===== src/rtl/pipeline_ctrl_pkg.sv =====
// Shared types and default constants for the pipeline controller.
package pipe_ctrl_pkg;

  // Flush sequencer states
  typedef enum logic [1:0] {
    IDLE  = 2'd0,
    FLUSH = 2'd1,
    DRAIN = 2'd2
  } pipe_state_e;

  localparam int unsigned DEF_NUM_STAGES = 6;
  localparam int unsigned DEF_ADDR_W     = 32;
  localparam int unsigned DEF_CNT_W      = 32;
  localparam int unsigned DEF_TIMEOUT    = 1024;

  // Width of an index into n items; never narrower than one bit
  function automatic int unsigned sel_width(input int unsigned n);
    return (n > 1) ? $clog2(n) : 1;
  endfunction

endpackage


===== src/rtl/pipeline_ctrl_if.sv =====
// Stall/flush/counter bus between the pipeline controller and the core stages.
interface pipeline_ctrl_if import pipe_ctrl_pkg::*; #(
  parameter int unsigned NUM_STAGES = DEF_NUM_STAGES,
  parameter int unsigned ADDR_W     = DEF_ADDR_W,
  parameter int unsigned CNT_W      = DEF_CNT_W
);

  localparam int unsigned SEL_W = sel_width(NUM_STAGES);

  // Core -> controller
  logic [NUM_STAGES-1:0] stall_req;
  logic                  flush_req;
  logic [ADDR_W-1:0]     flush_addr;
  logic [SEL_W-1:0]      cnt_sel;
  logic                  cnt_clr;

  // Controller -> core
  logic [NUM_STAGES-1:0] stall;
  logic                  flush;
  logic [ADDR_W-1:0]     new_pc;
  logic                  refill_busy;
  logic                  stall_timeout;
  logic [CNT_W-1:0]      cnt_rdata;

  // Controller side
  modport master (
    input  stall_req, flush_req, flush_addr, cnt_sel, cnt_clr,
    output stall, flush, new_pc, refill_busy, stall_timeout, cnt_rdata
  );

  // Core / stage side
  modport slave (
    output stall_req, flush_req, flush_addr, cnt_sel, cnt_clr,
    input  stall, flush, new_pc, refill_busy, stall_timeout, cnt_rdata
  );

endinterface


===== src/rtl/pipeline_ctrl_sat_counter.sv =====
// Saturating up-counter with synchronous clear (clear wins over increment).
module sat_counter #(
  parameter int unsigned W = 32
) (
  input  logic         clk,
  input  logic         rst,
  input  logic         inc,
  input  logic         clr,
  output logic [W-1:0] q
);

  logic [W-1:0] q_q;
  logic [W-1:0] q_d;

  // Next count: clear, else increment unless already all-ones
  always_comb begin
    q_d = q_q;
    if (clr) begin
      q_d = '0;
    end else if (inc && (q_q != '1)) begin
      q_d = q_q + W'(1);
    end
  end

  // Count register
  always_ff @(posedge clk) begin
    if (rst) begin
      q_q <= '0;
    end else begin
      q_q <= q_d;
    end
  end

  assign q = q_q;

endmodule


===== src/rtl/pipeline_ctrl.sv =====
// N-stage pipeline controller: stall fan-out, flush/redirect sequencing,
// refill window, per-stage stall counters and a stall watchdog.
module pipeline_ctrl import pipe_ctrl_pkg::*; #(
  parameter int unsigned NUM_STAGES = DEF_NUM_STAGES,
  parameter int unsigned ADDR_W     = DEF_ADDR_W,
  parameter int unsigned CNT_W      = DEF_CNT_W,
  parameter int unsigned TIMEOUT    = DEF_TIMEOUT
) (
  input  logic            clk,
  input  logic            rst,
  pipeline_ctrl_if.master bus
);

  localparam int unsigned DRAIN_W = sel_width(NUM_STAGES);
  localparam int unsigned RUN_W   = $clog2(TIMEOUT + 1);

  pipe_state_e           state_q, state_d;
  logic [DRAIN_W-1:0]    drain_q, drain_d;

  logic [NUM_STAGES-1:0] stall_raw;
  logic [NUM_STAGES-1:0] stall_c;

  logic                  flush_q, flush_d;
  logic                  busy_q, busy_d;
  logic [ADDR_W-1:0]     new_pc_q, new_pc_d;

  logic [RUN_W-1:0]      run_q, run_d;
  logic                  timeout_q, timeout_d;

  logic [CNT_W-1:0]      cnt_q [NUM_STAGES];
  logic [CNT_W-1:0]      sel_val;
  logic                  sel_inc;
  logic [CNT_W-1:0]      rdata_q, rdata_d;

  // Suffix-OR of requests: a stalled stage freezes itself and everything upstream
  for (genvar g = 0; g < NUM_STAGES; g++) begin : g_stall
    assign stall_raw[g] = |bus.stall_req[NUM_STAGES-1:g];
  end

  // FSM state and drain counter register
  always_ff @(posedge clk) begin
    if (rst) begin
      state_q <= IDLE;
      drain_q <= '0;
    end else begin
      state_q <= state_d;
      drain_q <= drain_d;
    end
  end

  // Next-state: a flush request from any state restarts the flush sequence
  always_comb begin
    state_d = state_q;
    drain_d = drain_q;
    unique case (state_q)
      IDLE: begin
        state_d = IDLE;
      end
      FLUSH: begin
        state_d = DRAIN;
        drain_d = DRAIN_W'(NUM_STAGES - 2);
      end
      DRAIN: begin
        // Bubbles only advance when the PC stage is not held
        if (!stall_c[0]) begin
          if (drain_q == '0) begin
            state_d = IDLE;
          end else begin
            drain_d = drain_q - DRAIN_W'(1);
          end
        end
      end
      default: begin
        state_d = IDLE;
      end
    endcase
    if (bus.flush_req) begin
      state_d = FLUSH;
    end
  end

  // Outputs: stall forced clear during FLUSH; strobe/busy/redirect decoded from next state
  always_comb begin
    stall_c  = (state_q == FLUSH) ? '0 : stall_raw;
    flush_d  = (state_d == FLUSH);
    busy_d   = (state_d == DRAIN);
    new_pc_d = bus.flush_req ? bus.flush_addr : '0;
  end

  // Watchdog: consecutive-request run length, saturating at TIMEOUT; sticky trip
  always_comb begin
    run_d     = '0;
    timeout_d = timeout_q;
    if (|bus.stall_req) begin
      run_d = (run_q == RUN_W'(TIMEOUT)) ? run_q : run_q + RUN_W'(1);
    end
    if (run_d == RUN_W'(TIMEOUT)) begin
      timeout_d = 1'b1;
    end
  end

  // Per-stage stall-cycle counters; the forced-clear FLUSH cycle is not counted
  for (genvar g = 0; g < NUM_STAGES; g++) begin : g_cnt
    sat_counter #(
      .W (CNT_W)
    ) u_cnt (
      .clk (clk),
      .rst (rst),
      .inc (stall_c[g]),
      .clr (bus.cnt_clr),
      .q   (cnt_q[g])
    );
  end

  // Readback uses the selected counter's next value so updates show one cycle later
  always_comb begin
    sel_val = '0;
    sel_inc = 1'b0;
    rdata_d = '0;
    if (32'(bus.cnt_sel) < NUM_STAGES) begin
      sel_val = cnt_q[bus.cnt_sel];
      sel_inc = stall_c[bus.cnt_sel];
      if (bus.cnt_clr) begin
        rdata_d = '0;
      end else if (sel_inc && (sel_val != '1)) begin
        rdata_d = sel_val + CNT_W'(1);
      end else begin
        rdata_d = sel_val;
      end
    end
  end

  // Registered outputs and watchdog state
  always_ff @(posedge clk) begin
    if (rst) begin
      flush_q   <= 1'b0;
      busy_q    <= 1'b0;
      new_pc_q  <= '0;
      run_q     <= '0;
      timeout_q <= 1'b0;
      rdata_q   <= '0;
    end else begin
      flush_q   <= flush_d;
      busy_q    <= busy_d;
      new_pc_q  <= new_pc_d;
      run_q     <= run_d;
      timeout_q <= timeout_d;
      rdata_q   <= rdata_d;
    end
  end

  assign bus.stall         = stall_c;
  assign bus.flush         = flush_q;
  assign bus.new_pc        = new_pc_q;
  assign bus.refill_busy   = busy_q;
  assign bus.stall_timeout = timeout_q;
  assign bus.cnt_rdata     = rdata_q;

endmodule


===== src/flat_wrapper.sv =====
// flat-port wrapper written by rule: the top's interface ports become plain ports
module pipeline_ctrl_flat import pipe_ctrl_pkg::*;
#(
  parameter int unsigned NUM_STAGES = DEF_NUM_STAGES,
  parameter int unsigned ADDR_W     = DEF_ADDR_W,
  parameter int unsigned CNT_W      = DEF_CNT_W,
  parameter int unsigned TIMEOUT    = DEF_TIMEOUT
)
  (clk, rst, bus_stall_req, bus_flush_req, bus_flush_addr, bus_cnt_sel, bus_cnt_clr, bus_stall, bus_flush, bus_new_pc, bus_refill_busy, bus_stall_timeout, bus_cnt_rdata);
  pipeline_ctrl_if #(.NUM_STAGES(NUM_STAGES), .ADDR_W(ADDR_W), .CNT_W(CNT_W)) bus_i ();
  input  logic clk;
  input  logic rst;
  input wire logic [$bits(bus_i.stall_req)-1:0] bus_stall_req;
  input wire logic [$bits(bus_i.flush_req)-1:0] bus_flush_req;
  input wire logic [$bits(bus_i.flush_addr)-1:0] bus_flush_addr;
  input wire logic [$bits(bus_i.cnt_sel)-1:0] bus_cnt_sel;
  input wire logic [$bits(bus_i.cnt_clr)-1:0] bus_cnt_clr;
  output wire logic [$bits(bus_i.stall)-1:0] bus_stall;
  output wire logic [$bits(bus_i.flush)-1:0] bus_flush;
  output wire logic [$bits(bus_i.new_pc)-1:0] bus_new_pc;
  output wire logic [$bits(bus_i.refill_busy)-1:0] bus_refill_busy;
  output wire logic [$bits(bus_i.stall_timeout)-1:0] bus_stall_timeout;
  output wire logic [$bits(bus_i.cnt_rdata)-1:0] bus_cnt_rdata;
  assign bus_i.stall_req = bus_stall_req;
  assign bus_i.flush_req = bus_flush_req;
  assign bus_i.flush_addr = bus_flush_addr;
  assign bus_i.cnt_sel = bus_cnt_sel;
  assign bus_i.cnt_clr = bus_cnt_clr;
  assign bus_stall = bus_i.stall;
  assign bus_flush = bus_i.flush;
  assign bus_new_pc = bus_i.new_pc;
  assign bus_refill_busy = bus_i.refill_busy;
  assign bus_stall_timeout = bus_i.stall_timeout;
  assign bus_cnt_rdata = bus_i.cnt_rdata;
  pipeline_ctrl #(.NUM_STAGES(NUM_STAGES), .ADDR_W(ADDR_W), .CNT_W(CNT_W), .TIMEOUT(TIMEOUT)) u_core (.clk(clk), .rst(rst), .bus(bus_i));
endmodule

===== config.mk =====
export PLATFORM = sky130hd
export DESIGN_NAME = pipeline_ctrl_flat
export DESIGN_NICKNAME = d
export VERILOG_FILES = /design/src/rtl/pipeline_ctrl_pkg.sv /design/src/rtl/pipeline_ctrl_if.sv /design/src/rtl/pipeline_ctrl_sat_counter.sv /design/src/rtl/pipeline_ctrl.sv /design/src/flat_wrapper.sv
export SDC_FILE = /design/constraint.sdc
export NUM_CORES = 1
export LEC_CHECK = 0
export BUFFER_PORTS_ARGS = -buffer_cell sky130_fd_sc_hd__buf_2
export CORE_MARGIN = 2
export CORE_UTILIZATION = 57
export CTS_BUF_LIST = sky130_fd_sc_hd__clkbuf_4
export CTS_CLUSTER_DIAMETER = 200
export DETAILED_ROUTE_END_ITERATION = 6
export PLACE_DENSITY_LB_ADDON = 0.1
export SYNTH_ARGS = -nofsm -noshare
export SYNTH_HDL_FRONTEND = slang
export SYNTH_SLANG_ARGS = --single-unit

===== constraint.sdc =====
create_clock -name clk -period 3.44 [get_ports clk]
set_input_delay 0.344 -clock clk [delete_from_list [all_inputs] [get_ports clk]]
set_output_delay 0.344 -clock clk [all_outputs]
set_load 0.01 [all_outputs]

==> out/metrics.sh <==
PLACE_HPWL_UM=32200
POSTLAYOUTSETUPSLACKWORST_NS=0.2459
TIMING.CRITICAL_PATH.REQUIRED_NS=4.00
PLACEMENT.IO_BUFFERS=117
GRT_SETUP_UNREPAIRED='no'
CTS.REPAIR_TIMING.SETUP_BUFFER_COUNT=0
SYNTHDOMINANTCELLAREASHARE=0.3750
CTSLONGESTPATHBUFFERS=3
CTSROOTBUFFERMASTER='sky130_fd_sc_hd__clkbuf_4'
YS_TOP_CELLS_BY_COUNT='sky130_fd_sc_hd__dfxtp_1, sky130_fd_sc_hd__nor2_1, sky130_fd_sc_hd__nand2_1, sky130_fd_sc_hd__mux2i_1, sky130_fd_sc_hd__xor2_1'
TIMING.CRITICAL_PATH.ARRIVAL_NS=3.76
INSTANCES_NO_FILL=2306
DIE_W_UM=164.5
WORSTSETUPENDPOINTTYPE='flop'
WORST_SLEW_PIN_SLEW_NS=0.9481
NETLIST.TOP_CELL.BY_AREA='sky130_fd_sc_hd__dfxtp_1'
SYNTH_SIMPLE_GATE_AREA_FRAC=0.2871
VIA_PER_INST=5.822
PLACEABLECOREAREA_UM2=25250
HP-CLASS='input port to flop'
FIRST_GLOBAL_VIAS=12320
CRITICAL_PATH.STARTPOINT='u_core.g_cnt[4].u_cnt.q[0]'
DETAILEDROUTE.FIRSTPASSITERATIONCOUNT=5
CTS-BUFFERS-INSERTED=74
CTSHTREEMAXLEVEL=3
SYNTH_MOST_COMMON_CELL='sky130_fd_sc_hd__dfxtp_1'
DRIVE_GT1_FRAC=0.1641
PLACED_CELL_COUNT=2154
SYNTHFLOPTYPE='sky130_fd_sc_hd__dfxtp_1'
SYNTH_FP_NETS=1801
POSTROUTEWIRELENGTH_UM=43640
POST_CTS_RESIZED=0
CLOCK_LATENCY_NS=0.71
FINALSETUPVIOLCOUNT=0
WORST_SETUP_HOLD_PATH_CLK_SLEW_NS=0.07
SYN_INST=1743
SKEW_NS=0.06344
WORSTREG2REGSTART='u_core.g_cnt[4].u_cnt.q[0]'
FLOORPLAN.IO_PINS=118
GR-TOTAL-OVERFLOW=0
GRT_START_MAX_NET_PINS=87
CTS_TREE='built'
MAX_FREQ_MHz=313.1
TIMING_MAX_TRANSITION_VIOLATIONS_FINAL=0
POST-ROUTE-DRC-COUNT=0
SYNTH_FA_HA_AREA_FRAC=0.01108
WL_PER_CELL_UM=18.92
DETAIL_ROUTE.ITER0.VIOLATIONS=1390
CRITICAL_PATH.MAX_FANOUT=14
POST-LAYOUT-TOTAL-POWER_mW=6.269
YS_ASYNC_SR_FRACTION=0
START_POINT_OF_THE_WORST_HOLD_PATH='bus_cnt_clr'
SYNTHXORXNORAREAFRAC=0.1008
COUNT_OF_NETS_LEFT_WITH_ANTENNA_VIOLATIONS_AFTER_DETAIL_ROUTING=0
DPL_WORST_SLACK_NS=0.08143
GRT_PASS1_WL_UM=67500
YOSYSUNIQUECELLTYPES=76
FINAL.SETUP.TNS_NS=0
FLOORPLAN.DIE_AREA_UM2=27060
LAYOUT.FILLER_CELLS=2186
SYNTH.MUX.AREA_FRACTION=0.08941
YOSYSWARNINGS=0
LAYOUT_WORST_PATH_CYCLE_SHARE=0.9285
VIAS=13430
SYNTHESIS.AREA_PER_INSTANCE_UM2=8.422
SYNTH-COMPOUND-AREA-SHARE=0.08898
SYNTH.CELL_AREA_UM2=14680
NUMBER_OF_SYNTHESIZED_FLOPS_WITH_AN_ENABLE_PIN=0
DOMINANT_COMBINATIONAL_CELL_FAMILY_BY_AREA_AFTER_SYNTHESIS='simple AND/OR/NAND/NOR gates'
VDD_IR_DROP_MAX_mV=0.3168
NUMCLOCKSINKS=275
DIE_H_UM=164.5
GRT_UTIL_ALL_LAYERS=0.3202
RELATIVE_AREA_CHANGE_FROM_SYNTHESIS_TO_FINAL_LAYOUT_PCT=14.22
CRITPATHLAUNCHTYPE='flop'
SYNTH.AREA.TOP_CELLS='sky130_fd_sc_hd__dfxtp_1, sky130_fd_sc_hd__mux2i_1, sky130_fd_sc_hd__nor2_1'
INITIAL_CORE_UTIL=0.5813
SYNTH_SEQUENTIAL_AREA_RATIO=0.3750
ROW_COUNT=58
ANTENNA_FOUND_INITIAL=1
HOLD_FAILS_FINAL_RPT=0
PERIOD_NEEDED_NS=3.194
FINALNETCOUNT=1993
RELSLEWSLACK=0.3630
WORST-SETUP-PATH-TYPE='flop to flop'
LEAKAGEPOWER_nW=6.161
STATUS='completed'
GP_CONGESTION=0.9564
CELLPOWERDENSITY_nW_PER_UM2=373.9
MAXCAPVIOLCOUNT=0
FF_LATCH_COUNT_SYNTH=275
path summary, 6_finish.rpt:
kind / endpoint / slack [ns] / cells past startpoint
max: u_core.bus.cnt_rdata[1] / 0.25 / 11
min: u_core.g_cnt[2].u_cnt.q[23] / 0.06 / 4
max reg2reg: u_core.bus.cnt_rdata[1] / 0.25 / 11
min reg2reg: u_core.drain_q[1] / 0.45 / 2
final cells by class:
type                       count  area, um2  area share
clock buffer                  95      713.2     0.04253
tap                          330      412.9     0.02463
inverter                      45      168.9     0.01007
sequential                   275       5505      0.3283
antenna                        1      2.502   0.0001492
multi-input combinational   1334       8482      0.5059
clock inverter                21      108.9    0.006492
timing repair buffer         205       1374     0.08193
metrics by stage:
stage	hold slack, ns	util	instance area [um2]
6_report	0.06227	0.6639	16770
5_1_grt	0.04735	0.6638	16760
4_1_cts	0.02086	0.6638	16760
3_5_place_dp	0.4442	0.6174	15590
3_3_place_gp	0.4405	0.6174	15590
2_1_floorplan	0.4318	-	14680
registers in the layout (all words and copies together), names as in the netlist:
| name | count |
|---|---|
| u_core.bus.cnt_rdata | 32 |
| u_core.bus.flush | 1 |
| u_core.bus.new_pc | 32 |
| u_core.bus.refill_busy | 1 |
| u_core.bus.stall_timeout | 1 |
| u_core.drain_q | 3 |
| u_core.g_cnt.u_cnt.q | 192 |
| u_core.run_q | 11 |
| u_core.state_q | 2 |
power by group:
| part | leakage, nW | internal (mW) | switching [mW] |
|---|---|---|---|
| clock | 0.484 | 1.29 | 1.34 |
| sequential | 2.22 | 3.21 | 0.0197 |
| combinational | 3.46 | 0.162 | 0.247 |
what timing repair did:
item	in CTS	in global routing
hold buffers	35	0
endpoints found under the setup margin	0	0
endpoints found under the hold margin	40	0
cells in the final DEF, fill, tap and decap left out, types with 50 or more instances in the layout:
cell type / n
sky130_fd_sc_hd__nand3_1: 87
sky130_fd_sc_hd__and2_1: 50
sky130_fd_sc_hd__nand2_1: 133
sky130_fd_sc_hd__buf_2: 116
sky130_fd_sc_hd__xnor2_1: 68
sky130_fd_sc_hd__nor3_1: 53
sky130_fd_sc_hd__nor2_1: 257
sky130_fd_sc_hd__a21oi_1: 53
sky130_fd_sc_hd__clkbuf_4: 95
sky130_fd_sc_hd__xor2_1: 101
sky130_fd_sc_hd__o21ai_0: 51
sky130_fd_sc_hd__nand4_1: 76
sky130_fd_sc_hd__mux2i_1: 106
sky130_fd_sc_hd__dfxtp_1: 275
sky130_fd_sc_hd__buf_4: 51
per-layer routing:
metal  share of wire  routed length, um  track usage  vias up
met5               0                  0            0        -
met4           0.033               1436       0.1198        0
met3           0.080               3489      0.06429       96
met2            0.43              18590       0.4802      553
met1            0.46              20120       0.4545     6236
li1                -                  -            -     6540
worst max-delay path, stage by stage (launching register included):
cell,delay [ns]
sky130_fd_sc_hd__dfxtp_1,0.47
sky130_fd_sc_hd__mux2i_1,0.14
sky130_fd_sc_hd__o22ai_1,0.27
sky130_fd_sc_hd__or2_2,0.18
sky130_fd_sc_hd__ha_1,0.17
sky130_fd_sc_hd__inv_1,0.05
sky130_fd_sc_hd__a2111o_1,0.39
sky130_fd_sc_hd__nor3_1,0.47
sky130_fd_sc_hd__and3_1,0.25
sky130_fd_sc_hd__buf_4,0.22
sky130_fd_sc_hd__a211oi_1,0.10
sky130_fd_sc_hd__a211oi_1,0.33
cells by family after synthesis:
group           count (synthesis)
flops                         275
fa+ha+maj                      13
mux                           121
simple gates                  835
compound gates                196
buf+inv                       134
xor+xnor                      169
Note: power is estimated with default switching activity, not from simulation.
